--- src/rtl/cpu_pkg.sv ---
// Shared constants, opcode map, FSM state encoding and decode helpers for the
// 16-bit stack-machine core.
package cpu_pkg;

  localparam int unsigned OPCODE_W  = 5;
  localparam int unsigned OPERAND_W = 11;
  localparam int unsigned PC_W      = 11;

  localparam logic [OPCODE_W-1:0] OP_NOP    = 5'd0;
  localparam logic [OPCODE_W-1:0] OP_PUSH_I = 5'd1;
  localparam logic [OPCODE_W-1:0] OP_PUSH   = 5'd2;
  localparam logic [OPCODE_W-1:0] OP_POP    = 5'd3;
  localparam logic [OPCODE_W-1:0] OP_ADD    = 5'd4;
  localparam logic [OPCODE_W-1:0] OP_SUB    = 5'd5;
  localparam logic [OPCODE_W-1:0] OP_MUL    = 5'd6;
  localparam logic [OPCODE_W-1:0] OP_AND    = 5'd7;
  localparam logic [OPCODE_W-1:0] OP_OR     = 5'd8;
  localparam logic [OPCODE_W-1:0] OP_XOR    = 5'd9;
  localparam logic [OPCODE_W-1:0] OP_NOT    = 5'd10;
  localparam logic [OPCODE_W-1:0] OP_JMP    = 5'd16;
  localparam logic [OPCODE_W-1:0] OP_JZ     = 5'd17;
  localparam logic [OPCODE_W-1:0] OP_CALL   = 5'd20;
  localparam logic [OPCODE_W-1:0] OP_RET    = 5'd21;

  localparam int unsigned LAT_NO_POP  = 4;
  localparam int unsigned LAT_ONE_POP = 6;
  localparam int unsigned LAT_TWO_POP = 8;

  typedef enum logic [2:0] {
    S_FETCH,
    S_DECODE,
    S_POP1,
    S_POP1_RD,
    S_POP2,
    S_POP2_RD,
    S_EXEC,
    S_WRITE
  } state_e;

  // Operands consumed; RET pops the return stack, all others the data stack.
  function automatic logic [1:0] pop_count(input logic [OPCODE_W-1:0] op);
    case (op)
      OP_ADD, OP_SUB, OP_MUL, OP_AND, OP_OR, OP_XOR: pop_count = 2'd2;
      OP_POP, OP_NOT, OP_JZ, OP_RET:                 pop_count = 2'd1;
      default:                                       pop_count = 2'd0;
    endcase
  endfunction

  function automatic logic pushes_data(input logic [OPCODE_W-1:0] op);
    case (op)
      OP_PUSH_I, OP_PUSH, OP_ADD, OP_SUB, OP_MUL,
      OP_AND, OP_OR, OP_XOR, OP_NOT: pushes_data = 1'b1;
      default:                       pushes_data = 1'b0;
    endcase
  endfunction

endpackage

--- src/rtl/cpu_stack_ram.sv ---
// Single-port RAM with registered (one-cycle) read; read returns old data on
// a same-address write.
module cpu_stack_ram #(
  parameter int unsigned WIDTH  = 16,
  parameter int unsigned AWIDTH = 5
) (
  input  logic              clk,
  input  logic              we,
  input  logic [AWIDTH-1:0] addr,
  input  logic [WIDTH-1:0]  wdata,
  output logic [WIDTH-1:0]  rdata
);

  localparam int unsigned DEPTH = 1 << AWIDTH;

  logic [WIDTH-1:0] mem_q [DEPTH];
  logic [WIDTH-1:0] rdata_q;

  always_ff @(posedge clk) begin
    if (we) mem_q[addr] <= wdata;
    rdata_q <= mem_q[addr];
  end

  assign rdata = rdata_q;

endmodule

--- src/rtl/cpu.sv ---
// Multi-cycle 16-bit stack-machine core: data stack, return stack and data
// memory, one instruction per FETCH..WRITE pass.
module cpu
  import cpu_pkg::*;
#(
  parameter int unsigned WIDTH_DATA = 16,
  parameter int unsigned AWIDTH     = 5
) (
  input  logic                  clk,
  input  logic                  reset,
  input  logic [WIDTH_DATA-1:0] instruction,
  output logic [WIDTH_DATA-1:0] tos,
  output logic [AWIDTH:0]       sp,
  output logic [PC_W-1:0]       pc,
  output logic                  done,
  output logic                  err
);

  localparam int unsigned DEPTH = 1 << AWIDTH;
  typedef logic [AWIDTH:0] depth_t;

  state_e                state_q, state_d;
  logic [WIDTH_DATA-1:0] instr_q, instr_d;
  logic [WIDTH_DATA-1:0] a_q, a_d, b_q, b_d;
  logic [WIDTH_DATA-1:0] tos_q, tos_d;
  depth_t                sp_q, sp_d, rsp_q, rsp_d;
  logic [PC_W-1:0]       pc_q, pc_d;
  logic                  err_q, err_d, done_q, done_d;

  logic [AWIDTH-1:0]     ds_addr, rs_addr;
  logic                  ds_we, rs_we, dm_we;
  logic [WIDTH_DATA-1:0] ds_rdata, dm_rdata, result;
  logic [PC_W-1:0]       rs_rdata, pc_inc;

  logic [OPCODE_W-1:0]   op;
  logic [OPERAND_W-1:0]  operand;
  logic [1:0]            npop, dpop;
  logic                  is_ret, push_ok, d_uflow, d_oflow, r_uflow, r_oflow;
  depth_t                sp_pop;

  assign op      = instr_q[WIDTH_DATA-1 -: OPCODE_W];
  assign operand = instr_q[OPERAND_W-1:0];
  assign npop    = pop_count(op);
  assign is_ret  = (op == OP_RET);
  assign dpop    = is_ret ? 2'd0 : npop;
  assign pc_inc  = pc_q + PC_W'(1);

  // Data stack depth after this instruction's pops, clamped at empty.
  assign sp_pop  = (sp_q >= depth_t'(dpop)) ? sp_q - depth_t'(dpop) : '0;
  assign d_uflow = (sp_q < depth_t'(dpop));
  assign d_oflow = pushes_data(op) && (sp_pop == depth_t'(DEPTH));
  assign push_ok = pushes_data(op) && !d_oflow;
  assign r_uflow = is_ret && (rsp_q == '0);
  assign r_oflow = (op == OP_CALL) && (rsp_q == depth_t'(DEPTH));

  always_comb begin
    result = '0;
    case (op)
      OP_PUSH_I: result = WIDTH_DATA'(operand);
      OP_PUSH:   result = dm_rdata;
      OP_ADD:    result = a_q + b_q;
      OP_SUB:    result = a_q - b_q;
      OP_MUL:    result = a_q * b_q;
      OP_AND:    result = a_q & b_q;
      OP_OR:     result = a_q | b_q;
      OP_XOR:    result = a_q ^ b_q;
      OP_NOT:    result = ~b_q;
      default:   result = '0;
    endcase
  end

  always_comb begin
    state_d = state_q;
    instr_d = instr_q;
    a_d     = a_q;
    b_d     = b_q;
    tos_d   = tos_q;
    sp_d    = sp_q;
    rsp_d   = rsp_q;
    pc_d    = pc_q;
    err_d   = err_q;
    ds_addr = AWIDTH'(sp_q - depth_t'(1));
    rs_addr = AWIDTH'(rsp_q - depth_t'(1));
    ds_we   = 1'b0;
    rs_we   = 1'b0;
    dm_we   = 1'b0;
    case (state_q)
      S_FETCH: begin
        instr_d = instruction;
        state_d = S_DECODE;
      end
      S_DECODE:  state_d = (npop != 2'd0) ? S_POP1 : S_EXEC;
      S_POP1:    state_d = S_POP1_RD;
      S_POP1_RD: begin
        if (is_ret) b_d = (rsp_q != '0) ? WIDTH_DATA'(rs_rdata) : '0;
        else        b_d = (sp_q != '0) ? ds_rdata : '0;
        state_d = (npop == 2'd2) ? S_POP2 : S_EXEC;
      end
      S_POP2: begin
        ds_addr = AWIDTH'(sp_q - depth_t'(2));
        state_d = S_POP2_RD;
      end
      S_POP2_RD: begin
        a_d     = (sp_q >= depth_t'(2)) ? ds_rdata : '0;
        state_d = S_EXEC;
      end
      S_EXEC: begin
        // Prefetch the post-pop top entry so tos is right when nothing is pushed.
        ds_addr = AWIDTH'(sp_pop - depth_t'(1));
        state_d = S_WRITE;
      end
      S_WRITE: begin
        ds_addr = AWIDTH'(sp_pop);
        ds_we   = push_ok;
        rs_addr = AWIDTH'(rsp_q);
        rs_we   = (op == OP_CALL) && !r_oflow;
        dm_we   = (op == OP_POP);
        sp_d    = sp_pop + depth_t'(push_ok);
        tos_d   = push_ok ? result : ((sp_pop == '0) ? '0 : ds_rdata);
        err_d   = err_q | d_uflow | d_oflow | r_uflow | r_oflow;
        case (op)
          OP_JMP:  pc_d = operand;
          OP_JZ:   pc_d = (b_q == '0) ? operand : pc_inc;
          OP_CALL: pc_d = operand;
          OP_RET:  pc_d = b_q[PC_W-1:0];
          default: pc_d = pc_inc;
        endcase
        if (op == OP_CALL && !r_oflow) rsp_d = rsp_q + depth_t'(1);
        if (is_ret && !r_uflow)        rsp_d = rsp_q - depth_t'(1);
        state_d = S_FETCH;
      end
      default: state_d = S_FETCH;
    endcase
    done_d = (state_d == S_WRITE);
  end

  always_ff @(posedge clk) begin
    if (!reset) begin
      state_q <= S_FETCH;
      instr_q <= '0;
      a_q     <= '0;
      b_q     <= '0;
      tos_q   <= '0;
      sp_q    <= '0;
      rsp_q   <= '0;
      pc_q    <= '0;
      err_q   <= 1'b0;
      done_q  <= 1'b0;
    end else begin
      state_q <= state_d;
      instr_q <= instr_d;
      a_q     <= a_d;
      b_q     <= b_d;
      tos_q   <= tos_d;
      sp_q    <= sp_d;
      rsp_q   <= rsp_d;
      pc_q    <= pc_d;
      err_q   <= err_d;
      done_q  <= done_d;
    end
  end

  cpu_stack_ram #(.WIDTH(WIDTH_DATA), .AWIDTH(AWIDTH)) u_data_stack (
    .clk(clk), .we(ds_we), .addr(ds_addr), .wdata(result), .rdata(ds_rdata)
  );

  cpu_stack_ram #(.WIDTH(PC_W), .AWIDTH(AWIDTH)) u_return_stack (
    .clk(clk), .we(rs_we), .addr(rs_addr), .wdata(pc_inc), .rdata(rs_rdata)
  );

  cpu_stack_ram #(.WIDTH(WIDTH_DATA), .AWIDTH(AWIDTH)) u_data_mem (
    .clk(clk), .we(dm_we), .addr(operand[AWIDTH-1:0]), .wdata(b_q), .rdata(dm_rdata)
  );

  assign tos  = tos_q;
  assign sp   = sp_q;
  assign pc   = pc_q;
  assign done = done_q;
  assign err  = err_q;

endmodule

--- config.mk ---
export PLATFORM = sky130hd
export DESIGN_NAME = cpu
export DESIGN_NICKNAME = d
export VERILOG_FILES = /design/src/rtl/cpu_pkg.sv /design/src/rtl/cpu_stack_ram.sv /design/src/rtl/cpu.sv
export SDC_FILE = /design/constraint.sdc
export NUM_CORES = 2
export LEC_CHECK = 0
export CELL_PAD_IN_SITES_DETAIL_PLACEMENT = 1
export CELL_PAD_IN_SITES_GLOBAL_PLACEMENT = 1
export CORE_MARGIN = 4
export CORE_UTILIZATION = 56
export CTS_BUF_LIST = sky130_fd_sc_hd__clkbuf_2 sky130_fd_sc_hd__clkbuf_4 sky130_fd_sc_hd__clkbuf_8
export DETAILED_ROUTE_END_ITERATION = 8
export PLACE_DENSITY = 0.79
export SLEW_MARGIN = 0
export SYNTH_ARGS = -nofsm -noshare
export SYNTH_HDL_FRONTEND = slang
export SYNTH_HIERARCHICAL = 1
export SYNTH_SLANG_ARGS = --single-unit
--- constraint.sdc ---
create_clock -name clk -period 9.4 [get_ports clk]
set_clock_uncertainty 0.2 [all_clocks]
set_input_delay 1.88 -clock clk [delete_from_list [all_inputs] [get_ports clk]]
set_output_delay 1.88 -clock clk [all_outputs]
set_load 0.05 [all_outputs]
# --- Word-level counts from Yosys, hierarchy flattened ---
# Memories as Yosys holds them, arrays and structs flattened. A register that Yosys moved wholly into a read port is not among the register bits.
# Index checks and enable logic that the tools add are counted.
op_classes:
  addsub: 10
  multipliers: 1
  n_lt_le_gt_ge: 3
  eq_ne: 25
  n_mux: 35
  bitwise_logic: 8
  n_reduce_logical: 19
op_table:
  columns: ["op", "n"]
  rows:
  - ["case mux 16 bit (9 select lines)", 1]
  - ["2-to-1 mux 16 bit", 5]
  - ["case mux 11 bit (3 select lines)", 1]
  - ["case mux 3 bit (8 select lines)", 1]
  - ["2-to-1 mux 11 bit", 2]
  - ["equality test 5 x 3 -> 1 bit (second input constant)", 4]
  - ["equality test 5 bit (second input constant)", 4]
  - ["2-to-1 mux 6 bit", 3]
  - ["adder 16 bit", 1]
  - ["bitwise AND 16 bit", 1]
  - ["zero test 16 bit", 1]
  - ["multiplier 16 x 16 -> 16 bit", 1]
  - ["2-to-1 mux 4 bit", 4]
  - ["inverter 16 bit", 1]
  - ["OR 16 bit", 1]
  - ["subtractor 16 bit", 1]
  - ["XOR 16 bit", 1]
  - ["equality test 3 bit (second input constant)", 5]
  - ["equality test 5 x 4 -> 1 bit (second input constant)", 3]
  - ["2-to-1 mux 5 bit", 3]
  - ["case mux 5 bit (3 select lines)", 1]
  - ["equality test 6 bit (second input constant)", 2]
  - ["zero test 6 bit", 2]
  - ["nonzero test 6 bit", 2]
  - ["other kinds (25)", 50]
totals:
  register_bits: 92
  ramBits: 1376
  mem_bits_ro: 96
  input_bits: 18
  output_inout_bits: 35
  word_cells: 117
  memories: 6
mem_list:
  columns: ["memory", "depth", "word_bits", "rd", "rd_clocked_by_memory_dff", "write_ports", "line", "text"]
  rows:
  - ["u_data_mem.mem_q", 32, 16, 1, 1, 1, "cpu_stack_ram.sv:16", "logic [WIDTH-1:0] mem_q [DEPTH];"]
  - ["u_data_stack.mem_q", 32, 16, 1, 1, 1, "cpu_stack_ram.sv:16", null]
  - ["u_return_stack.mem_q", 32, 11, 1, 1, 1, "cpu_stack_ram.sv:16", null]
  - ["(name not given)", 32, 2, 1, 1, 0, "cpu_pkg.sv:42", "case (op)"]
  - ["(name not given)", 16, 1, 1, 1, 0, "cpu_pkg.sv:50", "case (op)"]
  - ["(name not given)", 16, 1, 1, 1, 0, "cpu_pkg.sv:50", null]

# --- Longest topological paths before layout ---
depth:
  depth_word: 11
  mapped_depth: 26
  depth_no_buf: 22

# --- By module ---
# The synthesis kept the hierarchy.
modules_own_cells:
  columns: ["module", "instances", "cells_each", "area_each_um2", "seq_area_each_um2"]
  rows:
  - ["cpu_stack_ram at u_data_mem ...", 2, 1086, 20049.2, 15695.1]
  - ["cpu_stack_ram at u_return_stack", 1, 766, 13899.6, 10790.3]
  - ["cpu", 1, 1386, 10984.3, 1901.8]

# --- Worst setup path before layout ---
# No wires, ideal clock.
synth_timing:
  path_kind: "flip-flop to flip-flop"
  start: "register b_q[4]"
  end: "register tos_q[12] (netlist: tos[12])"
  setup_ps: 88
  t_arrival_ps: 7213
  required_ps: 9112
  path_slack_ps: 1899
  stages_incl_launch_ff: 22
  path_buffers: 2
  synth_period_minus_slack_ps: 7501
  path_cell_list: "dfxtp_1 -> buf_2 -> inv_1 -> clkbuf_1 -> nor2_1 -> fa_1 -> inv_1 -> fa_1 -> fa_1 -> fa_1 -> inv_1 -> fa_1 -> inv_1 -> fa_1 -> inv_1 -> ha_1 -> and3_1 -> a2111oi_2 -> xor2_1 -> o21ai_0 -> nand2_1 -> a311oi_2"
synth_via:
  elab_chain_cells: 3
  word_cells_on_any_way: 5
  cone_classes: "add/sub (2); mul (1); mux (2)"
synth_lines:
  columns: ["item", "line", "text"]
  rows:
  - ["start, declared", "cpu.sv:24", "logic [WIDTH_DATA-1:0] a_q, a_d, b_q, b_d;"]
  - ["start signal, assigned", "cpu.sv:142", "b_q <= '0;"]
  - ["start signal, assigned", "cpu.sv:153", "b_q <= b_d;"]
  - ["multiplier 16 x 16 -> 16 bit, or another cell as far along", "cpu.sv:63", "OP_MUL: result = a_q * b_q;"]
  - ["case mux 16 bit (9 select lines) (*)", "cpu.sv:58", "case (op)"]
  - ["named net result[12]", "cpu.sv:32", "logic [WIDTH_DATA-1:0] ds_rdata, dm_rdata, result;"]
  - ["2-to-1 mux 16 bit (*)", "cpu.sv:119", "tos_d = push_ok ? result : ((sp_pop == '0) ? '0 : ds_rdata);"]
  - ["end signal, assigned", "cpu.sv:154", "tos_q <= tos_d;"]
  - ["end, declared", "cpu.sv:25", "logic [WIDTH_DATA-1:0] tos_q, tos_d;"]
# Mark *: on every way through the listed nets, which the timed path passes. The rest lies on a longest branch.
# A chain may end at the register's enable or synchronous reset.

# --- Final worst setup path ---
layout_timing:
  start: "register b_q[4]"
  end: "memory u_data_stack.mem_q[31][15] (data pin)"
layout_via:
  elab_chain_cells: 2
  word_cells_on_any_way: 4
  cone_classes: "add/sub (2); mul (1); mux (1)"
layout_lines:
  columns: ["item", "line"]
  rows:
  - ["multiplier 16 x 16 -> 16 bit, or another cell as far along", "cpu.sv:63"]
  - ["case mux 16 bit (9 select lines) (*)", "cpu.sv:58"]
  - ["named net result[15]", "cpu.sv:32"]
  - ["end, declared", "cpu_stack_ram.sv:16"]
# Marked as above.

==> results.json <==
{
  "worst_path_max_delay_cell": "sky130_fd_sc_hd__dfxtp_2",
  "sum_of_routed_wire_length_over_all_layers_mm": 185,
  "yosys.area_share.xor_xnor": 0.0127,
  "synth_fa_ha_area_frac": 0.0462,
  "timing.slew.headroom": 0.0883,
  "synthArstFlopShare": 0,
  "vdd_ir_drop_max_mv": 0.152,
  "critical_path.top_delay_family": "adder cells",
  "type_of_the_setup_path_with_the_least_slack": "flop to flop",
  "ant_nets": 0,
  "wire_per_inst_um": 29.8,
  "yosys.cell_count.top_type": "sky130_fd_sc_hd__edfxtp_1",
  "placementRows": 124,
  "synth-seq-area-share": 0.678,
  "layout.core_utilization": 0.629,
  "clk_pin_slew_ns": 0.06,
  "grt_use_total": 0.305,
  "grt_start_max_net_pins": 124,
  "die-height_um": 349,
  "cp-end-kind": "flop",
  "share_of_the_synthesized_area_in_compound_gates_ao_oa_aoi_oai": 0.0643,
  "period_needed_ns": 7.74,
  "crit_top_cell": "sky130_fd_sc_hd__fa_1",
  "worst_ep_arrival_time_ns": 8.10,
  "maxCapViolations": 0,
  "dominant_combinational_cell_family_by_area_after_synthesis": "multiplexers",
  "hold_viol_final": 0,
  "grt_setup_unrepaired": "no",
  "floorplan.core_area_mm2": 0.115,
  "post_dp_cell_area_mm2": 0.0674,
  "die_area_mm2": 0.122,
  "cp_cell_sequence": "inv_1 > nor2_1 > fa_1 > inv_1 > fa_1 > fa_1 > fa_1 > inv_1 > fa_1 > inv_1 > fa_1 > inv_1 > ha_1 > and2_1 > o21a_1 > o41a_1 > o21a_1 > nor3_1 > or3_1",
  "detail_route.first_pass.iterations": 6,
  "max-clock-path-buffers": 3,
  "holdCritPathClass": "flop to flop",
  "cts.root.buffer_cell": "sky130_fd_sc_hd__clkbuf_8",
  "critical_path_buf_inv_count": 5,
  "tritoncts_clock_tree": "built",
  "place.detailed.hpwl_mm": 116,
  "tightestPinTransition_ns": 1.36,
  "synth_top_cells_by_count": "sky130_fd_sc_hd__edfxtp_1, sky130_fd_sc_hd__mux2i_1, sky130_fd_sc_hd__o22ai_1",
  "postSynthAreaPerCell_um2": 15.0,
  "post_synth_num_cell_types": 81,
  "drt-vias-per-instance": 6.38,
  "synthDominantAreaCellType": "sky130_fd_sc_hd__edfxtp_1",
  "floorplan.initialDensity": 0.566,
  "first_iter_violations": 4174,
  "synth-warning-count": 6,
  "synth-simple-area-share": 0.0583,
  "num-nets-final": 4712,
  "die_width_um": 349,
  "result_of_the_run": "complete, no violations",
  "critical_path_required_ns": 9.76,
  "leakage_nw": 27.2,
  "cp_max_fo": 42,
  "ys_seq_elements": 1514,
  "muxShareOfSynthArea": 0.110,
  "final_cell_count_no_fill": 6220,
  "grt_overflow": 0,
  "maxSlewViolCount": 0,
  "post_cts_buffers": 0,
  "ys_dominant_reg_cell": "sky130_fd_sc_hd__edfxtp_1",
  "dp_cells": 5780,
  "setup_violating_endpoint_count_in_the_final_report": 0,
  "synth.top_cell.area_share": 0.636,
  "grt_pass1_wl_mm": 274,
  "fraction_of_layout_instances_using_a_drive_strength_above_1": 0.132,
  "cts_max_level": 4,
  "final.setup.tns_ns": 0,
  "drc_errors": 0,
  "placement.setup.worst_slack_ns": 1.74,
  "portBuffers": 52,
  "setup_ws_ns": 1.66,
  "clk-insertion-delay-late_ns": 0.92,
  "cp-start-kind": "flop",
  "post-route-period-util": 0.823,
  "fmaxAchievable_mhz": 129,
  "numCtsBuffers": 232,
  "dr_total_vias": 39700,
  "area_delta_synth_final_pct": 11.1,
  "post_synth_inst_count": 4324,
  "synth_area_mm2": 0.0650,
  "timing.critical_path.slowest_cell_delay_ns": 0.93,
  "antenna_found_initial": 7,
  "post_synth_main_area_contributors": "sky130_fd_sc_hd__edfxtp_1, sky130_fd_sc_hd__mux2i_1, sky130_fd_sc_hd__dfxtp_1, sky130_fd_sc_hd__o22ai_1, sky130_fd_sc_hd__fa_1",
  "power_density_mw_per_mm2": 198,
  "post_cts_resize_count": 0,
  "finish.instance_area_mm2": 0.0722,
  "postSynthNetCount": 4533,
  "cts.sinks": 1514,
  "gpl.final_weighted_congestion": 0.897,
  "synth-edff-count": 1376,
  "io-pin-count": 53,
  "cts_hold_repair.buffers": 0,
  "grt_pass1_vias": 41400
}
[metal layers]
metal / track usage / wire [um] / part of all wire / vias to the layer above
met1: 0.420 / 75000 / 0.40 / 20500
met3: 0.0590 / 15100 / 0.082 / 340
met4: 0.102 / 5900 / 0.032 / 4
met5: 0 / 27 / 0.00015 / -
li1: - / - / - / 17000
met2: 0.494 / 89200 / 0.48 / 1806
[state kept, by name (all words and copies together), names as in the netlist, 16 cells and up, named ones only]
name / count
u_data_stack/mem_q: 512
u_data_mem/mem_q: 512
instr_q: 16
a_q: 16
u_data_stack/rdata: 16
u_return_stack/mem_q: 352
tos: 16
b_q: 16
u_data_mem/rdata: 16
[cells by family (layout without fill, tap and decap cells)]
| logic type | count (synthesis) | count (layout) |
|---|---|---|
| and+or+nand+nor | 755 | 755 |
| DFF | 1514 | 1514 |
| buffers and inverters | 424 | 807 |
| adders and majority gates | 191 | 191 |
| muxes | 711 | 711 |
| xor gates and xnor gates | 93 | 93 |
| AOI/OAI and AO/OA | 636 | 636 |
| other | 0 | 1 |
[stage by stage]
| stage | hold slack (ns) | total power [mW] |
|---|---|---|
| 5_1_grt | 0.304 | 14.8 |
| 3_5_place_dp | 0.264 | 8.90 |
| 6_report | 0.288 | 14.3 |
| 4_1_cts | 0.286 | 14.4 |
| 3_3_place_gp | 0.246 | 8.86 |
| 2_1_floorplan | 0.249 | 8.42 |
[area by class of cell]
class / instances / area [um2]
antenna: 1 / 2.50
clock buffer: 333 / 4090
clock inverter: 105 / 658
fill: 10600 / 42600
inverter: 172 / 651
multi-input combinational: 2386 / 19200
sequential: 1514 / 44100
tap: 1512 / 1890
timing repair buffer: 197 / 1650
[worst min-delay path, delay by kind of cell (launching register included)]
family           cells  cell delay (ns)
AO/OA/AOI/OAI        1             0.06
AND/OR/NAND/NOR      1             0.07
flip-flops           1             0.31
[report_power, final]
| group | leakage (nW) | internal [mW] | total (mW) | switching, mW |
|---|---|---|---|---|
| Sequential | 14.1 | 7.45 | 7.58 | 0.134 |
| Combinational | 10.5 | 0.393 | 1.21 | 0.821 |
| Clock | 2.54 | 2.93 | 5.53 | 2.60 |
[layout by cell type, fill, tap and decap left out, types with 13 or more instances in the layout]
master	n
sky130_fd_sc_hd__xnor2_1	58
sky130_fd_sc_hd__nand4b_1	13
sky130_fd_sc_hd__nand2_1	212
sky130_fd_sc_hd__a21oi_1	84
sky130_fd_sc_hd__o22ai_1	354
sky130_fd_sc_hd__clkbuf_4	79
sky130_fd_sc_hd__dfxtp_1	123
sky130_fd_sc_hd__xor2_1	23
sky130_fd_sc_hd__o21ai_0	32
sky130_fd_sc_hd__a22oi_1	20
sky130_fd_sc_hd__ha_1	109
sky130_fd_sc_hd__a221oi_1	19
sky130_fd_sc_hd__nor2_1	246
sky130_fd_sc_hd__nand3_1	41
sky130_fd_sc_hd__clkbuf_8	254
sky130_fd_sc_hd__clkinv_1	53
sky130_fd_sc_hd__clkinv_2	39
sky130_fd_sc_hd__dfxtp_2	14
sky130_fd_sc_hd__fa_1	82
sky130_fd_sc_hd__mux2i_1	710
sky130_fd_sc_hd__nor4_1	87
sky130_fd_sc_hd__nor3_1	23
sky130_fd_sc_hd__a211oi_1	21
sky130_fd_sc_hd__nand4bb_1	18
sky130_fd_sc_hd__buf_4	141
sky130_fd_sc_hd__inv_1	162
sky130_fd_sc_hd__nand3b_1	14
sky130_fd_sc_hd__edfxtp_1	1376
sky130_fd_sc_hd__clkdlybuf4s50_1	52
[worst paths after layout]
kind / cells after the start / slack [ns] / from / to
setup / recovery: 19 / 1.66 / b_q[4] / u_data_stack/mem_q[31][15]
hold / removal: 2 / 0.29 / instr_q[2] / instr_q[2]
setup reg to reg: 19 / 1.66 / b_q[4] / u_data_stack/mem_q[31][15]
hold reg to reg: 2 / 0.29 / instr_q[2] / instr_q[2]
No activity file was read; power rests on OpenSTA's default activity.
